`src/rtl/lcu_pkg.sv`:
```
// Shared types and width helpers for the layer calculation unit row sequencer.
// Default geometry matches the LCU datapath: 8 output rows, 4-deep MAC, 2-stage DSP.
package lcu_pkg;

    typedef enum logic [2:0] {
        ST_IDLE,
        ST_CLR,
        ST_ISSUE,
        ST_DRAIN,
        ST_HOLD,
        ST_FIN
    } state_t;

    localparam int DEF_OP1_ROW    = 8;
    localparam int DEF_WEIGHT_ROW = 4;
    localparam int DEF_DSP_LAT    = 2;

    localparam int ADDR_W    = $clog2(DEF_WEIGHT_ROW);
    localparam int ROW_W     = (DEF_OP1_ROW > 1) ? $clog2(DEF_OP1_ROW) : 1;
    localparam int DRAIN_CYC = DEF_DSP_LAT + 1;

    function automatic int addr_width(input int n);
        return (n > 1) ? $clog2(n) : 1;
    endfunction

    function automatic int row_width(input int n);
        return (n > 1) ? $clog2(n) : 1;
    endfunction

    function automatic int drain_cycles(input int lat);
        return lat + 1;
    endfunction

    // Counter must reach the larger of the issue and drain lengths.
    function automatic int cnt_width(input int weight_row, input int lat);
        int m;
        m = (weight_row > lat + 1) ? weight_row : lat + 1;
        return $clog2(m) + 1;
    endfunction

endpackage

```
`src/rtl/lcu_strobe_delay.sv`:
```
// Delay line of the issue strobe; taps feed the OP1 request and DSP enables.
// taps[0] is I1 and taps[DEPTH-1] is I(DSP_LAT+1); it shifts every cycle, never stalls.
module lcu_strobe_delay #(
    parameter int DEPTH = 3
) (
    input  logic clk,
    input  logic rst,
    input  logic issue,
    output logic op1_req,
    output logic dsp_en,
    output logic acc_en
);

    logic [DEPTH-1:0] taps;

    always_ff @(posedge clk) begin
        if (rst) begin
            taps <= '0;
        end else begin
            taps[0] <= issue;
            for (int i = 1; i < DEPTH; i++) begin
                taps[i] <= taps[i-1];
            end
        end
    end

    // Operand arrives one cycle after issue; accumulate once it reaches the product register.
    assign op1_req = taps[0];
    assign dsp_en  = |taps;
    assign acc_en  = taps[DEPTH-1];

endmodule

```
`src/rtl/lcu_row_sequencer.sv`:
```
// Control FSM for the LCU: per output row clears the DSP array, issues the weight
// BRAM reads, drains the DSP pipeline and holds the result under valid/ready.
module lcu_row_sequencer
    import lcu_pkg::*;
#(
    parameter int  OP1_ROW    = DEF_OP1_ROW,
    parameter int  WEIGHT_ROW = DEF_WEIGHT_ROW,
    parameter int  DSP_LAT    = DEF_DSP_LAT,
    localparam int A_W        = addr_width(WEIGHT_ROW),
    localparam int R_W        = row_width(OP1_ROW)
) (
    input  logic           CLK,
    input  logic           RST,
    input  logic           START,
    input  logic           ROW_READY,
    output logic [A_W-1:0] BRAM_ADDR,
    output logic           BRAM_RD_EN,
    output logic           OP1_REQ,
    output logic           DSP_CLR,
    output logic           DSP_EN,
    output logic           DSP_ACC_EN,
    output logic           ROW_VALID,
    output logic [R_W-1:0] ROW_IDX,
    output logic           BUSY,
    output logic           DONE
);

    localparam int CNT_W = cnt_width(WEIGHT_ROW, DSP_LAT);

    localparam logic [CNT_W-1:0] ISSUE_LAST = CNT_W'(WEIGHT_ROW - 1);
    localparam logic [CNT_W-1:0] DRAIN_LAST = CNT_W'(drain_cycles(DSP_LAT) - 1);
    localparam logic [R_W-1:0]   ROW_LAST   = R_W'(OP1_ROW - 1);

    state_t           state;
    state_t           state_nxt;
    logic [CNT_W-1:0] cnt;
    logic [CNT_W-1:0] cnt_nxt;
    logic [R_W-1:0]   row;
    logic [R_W-1:0]   row_nxt;
    logic             issue;

    always_ff @(posedge CLK) begin
        if (RST) begin
            state <= ST_IDLE;
            cnt   <= '0;
            row   <= '0;
        end else begin
            state <= state_nxt;
            cnt   <= cnt_nxt;
            row   <= row_nxt;
        end
    end

    always_comb begin
        state_nxt  = state;
        cnt_nxt    = cnt;
        row_nxt    = row;
        issue      = 1'b0;
        BRAM_RD_EN = 1'b0;
        BRAM_ADDR  = '0;
        DSP_CLR    = 1'b0;
        ROW_VALID  = 1'b0;
        DONE       = 1'b0;
        BUSY       = (state != ST_IDLE);

        case (state)
            ST_IDLE: begin
                if (START) begin
                    state_nxt = ST_CLR;
                    row_nxt   = '0;
                    cnt_nxt   = '0;
                end
            end
            ST_CLR: begin
                DSP_CLR   = 1'b1;
                state_nxt = ST_ISSUE;
                cnt_nxt   = '0;
            end
            ST_ISSUE: begin
                issue      = 1'b1;
                BRAM_RD_EN = 1'b1;
                BRAM_ADDR  = cnt[A_W-1:0];
                if (cnt == ISSUE_LAST) begin
                    state_nxt = ST_DRAIN;
                    cnt_nxt   = '0;
                end else begin
                    cnt_nxt = cnt + CNT_W'(1);
                end
            end
            ST_DRAIN: begin
                if (cnt == DRAIN_LAST) begin
                    state_nxt = ST_HOLD;
                    cnt_nxt   = '0;
                end else begin
                    cnt_nxt = cnt + CNT_W'(1);
                end
            end
            ST_HOLD: begin
                // Result stays valid until consumed; the delay line is already empty here.
                ROW_VALID = 1'b1;
                if (ROW_READY) begin
                    if (row == ROW_LAST) begin
                        state_nxt = ST_FIN;
                    end else begin
                        state_nxt = ST_CLR;
                        row_nxt   = row + R_W'(1);
                    end
                end
            end
            ST_FIN: begin
                DONE      = 1'b1;
                state_nxt = ST_IDLE;
                row_nxt   = '0;
            end
            default: begin
                state_nxt = ST_IDLE;
            end
        endcase
    end

    assign ROW_IDX = row;

    lcu_strobe_delay #(
        .DEPTH(drain_cycles(DSP_LAT))
    ) u_strobe (
        .clk    (CLK),
        .rst    (RST),
        .issue  (issue),
        .op1_req(OP1_REQ),
        .dsp_en (DSP_EN),
        .acc_en (DSP_ACC_EN)
    );

endmodule
```
`config.mk`:
```
export PLATFORM = sky130hd
export DESIGN_NAME = lcu_row_sequencer
export DESIGN_NICKNAME = d
export VERILOG_FILES = /design/src/rtl/lcu_pkg.sv /design/src/rtl/lcu_strobe_delay.sv /design/src/rtl/lcu_row_sequencer.sv
export SDC_FILE = /design/constraint.sdc
export NUM_CORES = 1
export LEC_CHECK = 0
export ABC_AREA = 1
export BUFFER_PORTS_ARGS = -buffer_cell sky130_fd_sc_hd__buf_2
export CAP_MARGIN = 20
export CORE_UTILIZATION = 40
export DETAILED_ROUTE_END_ITERATION = 7
export PLACE_DENSITY_LB_ADDON = 0.25
export SLEW_MARGIN = 20
export SYNTH_ARGS = -nofsm -noshare
export SYNTH_HDL_FRONTEND = slang
export SYNTH_HIERARCHICAL = 1
export SYNTH_SLANG_ARGS = --single-unit
export TNS_END_PERCENT = 20
```
`constraint.sdc`:
```
create_clock -name CLK -period 2 [get_ports CLK]
set_input_delay 0.1 -clock CLK [delete_from_list [all_inputs] [get_ports CLK]]
set_output_delay 0.1 -clock CLK [all_outputs]
set_load 0.02 [all_outputs]
```
== After elaboration in Yosys (flattened, before gate mapping) ==
Cells that the tools add are included.
Storage, ports and cells
  flip-flop bits (word level): 12
  output and inout port bits: 13
  word-level logic and storage cells: 45
Cells by class
  add/sub/neg operators: 2
  equality and inequality tests: 13
  multiplexer cells: 18
  reductions and logical operators: 8
Operators with widths (number)
  2-to-1 mux 3 bit: 10
  case mux 3 bit (5 select lines): 1
  == test 3 x 2 -> 1 bit, second input constant: 4
  case mux 3 bit (4 select lines): 1
  != test 2 bit, second input constant: 5
  == test 3 bit, second input constant: 3
  case mux 3 bit (3 select lines): 1
  AND reduction 4 bit: 2
  adder 3 x 1 -> 3 bit, second input constant: 2
  nonzero test 3 bit: 2
  2-to-1 mux 1 bit: 4
  nonzero test 4 bit: 1
  == test 3 x 1 -> 1 bit, second input constant: 1
  zero test 3 bit: 1
  OR reduction 3 bit: 1
  2-to-1 mux 2 bit: 1
  AND reduction 2 bit: 1

== Depth between registers and ports, before layout ==
  word-level depth: 4
  mapped depth: 9
  depth with buffers taken out: 9

== By module ==
Netlist, hierarchy kept.
Modules (own cells, without submodules)
  lcu_row_sequencer: times used 1, cells an instance 88, area an instance 601.8 um^2
  lcu_strobe_delay: times used 1, cells an instance 11, area an instance 92.6 um^2

== Worst setup path before layout ==
OpenSTA, ideal clock, no wires.
  path type: reg-to-reg
  start: register row[0], in the netlist ROW_IDX[0]
  end: register row[0], in the netlist ROW_IDX[0]
  library setup time: 0.113 ns
  arrival: 1.217 ns
  required time: 1.887 ns
  setup slack: 0.670 ns
  stages on the path, launching flop included: 9
  path buffers: 0
  cell sequence: dfxtp_1 ha_1 ha_1 nand3_1 nand2_1 nor2_4 nand2_1 nand2_1 nor2_1
On the way
  word-level cells in the longest chain between the ends: 4
RTL lines
  start, declared: line lcu_row_sequencer.sv:38  | logic [R_W-1:0] row;
  start signal, assigned: line lcu_row_sequencer.sv:50  | row <= row_nxt;
  adder 3 x 1 -> 3 bit: line lcu_row_sequencer.sv:106  | row_nxt = row + R_W'(1);
  2-to-1 mux 3 bit: line lcu_row_sequencer.sv:102  | if (row == ROW_LAST) begin
  2-to-1 mux 3 bit: line lcu_row_sequencer.sv:101  | if (ROW_READY) begin
  case mux 3 bit (3 select lines): line lcu_row_sequencer.sv:66  | case (state)
Parallel ways exist; a longest one is shown, timed or not. The select of a mux whose other input is x is not followed.
A chain may end at the register's enable or synchronous reset.

== Final worst setup path ==
  start: register state[0]
  end: output port DONE
On the way
  word-level cells in the longest chain between the ends: 2
RTL lines
  start, declared: line lcu_row_sequencer.sv:34  | state_t state;
  start signal, assigned: line lcu_row_sequencer.sv:48  | state <= state_nxt;
  == test 3 bit: line lcu_row_sequencer.sv:66
  2-to-1 mux 1 bit: line lcu_row_sequencer.sv:66
  end, declared: line lcu_row_sequencer.sv:25  | output logic DONE
No other way between the ends.

==> flow_metrics.env <==
export IMPL_report_power_total_mw=1.158
export IMPL_place_hpwl_mm=1.104
export IMPL_cts_tree="yes"
export IMPL_tightest_slew_ns=0.3165
export IMPL_pin_count=17
export IMPL_setup_ws_ns=0.5727
export IMPL_drt_iter0_drc=6
export IMPL_viasPerCell=4.836
export IMPL_first_pass_iters=6
export IMPL_syn_nets=109
export IMPL_path_max_fanout=7
export IMPL_outcome="complete, but fails checks"
export IMPL_ant_nets=0
export IMPL_fp_coreArea_um2=1559
export IMPL_cp_top_family="flip-flops"
export IMPL_place_ws_ns=0.6228
export IMPL_hold_slack_ns=0.09085
export IMPL_grt_pass1_wl_mm=2.208
export IMPL_die_area_um2=1907
export IMPL_cts_buffer_depth=2
export IMPL_async_flop_share_pct=0
export IMPL_hold_path_class="input pin to flip-flop"
export IMPL_cts_hold_buf=0
export IMPL_fmax_mhz=700.6
export IMPL_cts_sinks=12
export IMPL_drc=2
export IMPL_path_buf_inv=2
export IMPL_end_kind="primary output"
export IMPL_grt_pass1_vias=551
export IMPL_hold_viol=0
export IMPL_cts_resized_gates=0
export IMPL_cpPeakStageDelay_ns=0.49
export IMPL_crit_cells=4
export IMPL_synth_seq_area_share_pct=34.59
export IMPL_htreeDepth=1
export IMPL_synth_edf_count=0
export IMPL_antenna_found_initial=0
export IMPL_grt_ovfl_total=0
export IMPL_die_y_um=43.67
export IMPL_fin_nets=129
export IMPL_tns_ns=0
export IMPL_synthFlopType="dfxtp_1"
export IMPL_failed_checks="design-rule violations"
export IMPL_grt_max_degree=10
export IMPL_portBuffers=16
export IMPL_clock_skew_ns=0.004294
export IMPL_power_leakage_nw=0.4456
export IMPL_startpoint_type="flip-flop"
export IMPL_cts_setup_buffers=0
export IMPL_drv_cap=0
export IMPL_area_growth_pct=18.92
export IMPL_die_w_um=43.67
export IMPL_synth_cells=99
export IMPL_ys_ff_latch=12
export IMPL_cts_root_buf="clkbuf_4"
export IMPL_synth_warnings=6
export IMPL_whs_path_depth=2
export IMPL_insertedDiodeCount=0
export IMPL_ir_drop_mv=0.6793
export IMPL_std_cell_rows=14
export IMPL_crit_required_ns=1.90
export IMPL_min_period_ns=1.427
export IMPL_vias=648
export IMPL_clk_latency_ns=0.28
export IMPL_drive_gt1_share_pct=27.97
export IMPL_nFillCells=170
export IMPL_drv_slew=0
export IMPL_p_per_area_nw_per_um2=1402
export IMPL_grt_setup_unrepaired="no"
export IMPL_routedWlPerCell_um=10.40
export IMPL_postLayoutCoreUtil_pct=52.97
export IMPL_synth_distinct_cells=17
export IMPL_final_period_utilization_pct=71.37
export IMPL_relSlewSlack_pct=78.87
export IMPL_routed_wl_mm=1.394
export IMPL_crit_chain="inv_2 -> or2_1 -> nor2_1 -> buf_2"
export IMPL_arrival_ns=1.33
export IMPL_clk_pin_slew_ns=0.08
export IMPL_rrSetupSlack_ns=0.62
export IMPL_critPathKind="flip-flop to primary output"
export IMPL_reg2regPathDepth=8
export IMPL_syn_area_per_cell_um2=7.014
export IMPL_finalSetupViolCount=0
export IMPL_cts_made_buffers=3
export IMPL_grt_util_all_layers_pct=16.29
export IMPL_place_congestion=0.8112
export IMPL_mappedNetlistArea_um2=694.4
export IMPL_start_util_pct=44.54
export IMPL_cpMaxStageDelayCell="dfxtp_1"
-- worst paths after layout --
path,from,endpoint
setup / recovery,state[0],DONE
hold / removal,RST,u_strobe/taps[2]
setup reg to reg,ROW_IDX[0],ROW_IDX[2]
hold reg to reg,u_strobe/taps[1],u_strobe/taps[2]
-- report_power, final --
part / internal [mW] / switching (mW)
clock network: 0.111 / 0.0864
logic: 0.197 / 0.372
registers: 0.310 / 0.0820
-- area by class of cell --
| class | instances | area (um^2) | share of cell area (%) |
|---|---|---|---|
| Timing Repair Buffer | 16 | 80.08 | 9.697 |
| Inverter | 19 | 71.32 | 8.636 |
| Tap cell | 16 | 20.02 | 2.424 |
| Clock buffer | 4 | 36.28 | 4.394 |
| Multi-Input combinational cell | 67 | 377.9 | 45.76 |
| Sequential cell | 12 | 240.2 | 29.09 |
-- cell families after synthesis --
group | after synthesis | share of synthesized area, %
and+or+nand+nor | 50 | 35.31
buffers and inverters | 20 | 10.99
DFF | 12 | 34.59
AOI/OAI and AO/OA | 11 | 8.289
adders and majority gates | 6 | 10.81
-- state kept, by name, summed over array words and instances, names as in the netlist --
name           flops
state              3
u_strobe/taps      3
ROW_IDX            3
cnt                3
-- worst reg2reg max path, cell delays in order, from the launching register on --
cell,delay (ns)
dfxtp_1,0.34
ha_1,0.21
ha_1,0.18
nand3_1,0.11
nand2_1,0.09
nor2_4,0.17
nand2_1,0.08
nand2_1,0.06
nor2_1,0.04
-- per-layer routing --
metal / routed length (um) / GRT usage [%] / vias up
met2: 660 / 25.37 / 15
li1: - / - / 342
met5: 0 / 0 / -
met3: 59 / 3.750 / 5
met4: 42 / 13.13 / 0
met1: 631 / 18.97 / 286
-- metrics by stage --
step | instances | area (um^2)
floorplan | 99 | 694.4
global placement | 130 | 789.5
detailed placement | 130 | 789.5
CTS | 134 | 825.8
global route | 134 | 825.8
finish | 134 | 825.8
-- synth_stat cells (2+ instances only) --
| library cell | number | area share [%] |
|---|---|---|
| ha_1 | 6 | 11 |
| nor2_4 | 3 | 4.9 |
| o21ai_1 | 2 | 1.4 |
| nand3_1 | 5 | 3.6 |
| nand2_1 | 18 | 9.7 |
| nor2_1 | 17 | 9.2 |
| inv_1 | 15 | 8.1 |
| nand3_2 | 2 | 2.9 |
| nor2_2 | 2 | 1.8 |
| inv_2 | 4 | 2.2 |
| a21oi_1 | 8 | 5.8 |
| dfxtp_1 | 12 | 35 |
-- layout by cell type, fill, tap and decap left out, drive strengths merged --
cell type   n
inv        19
a22oi       1
buf        16
o21ai       2
nand2      19
dfxtp      12
a21oi       8
clkbuf      4
ha          6
nand3       7
nor3        1
or2         1
nor2       22
(Power assumes the default switching activity.)
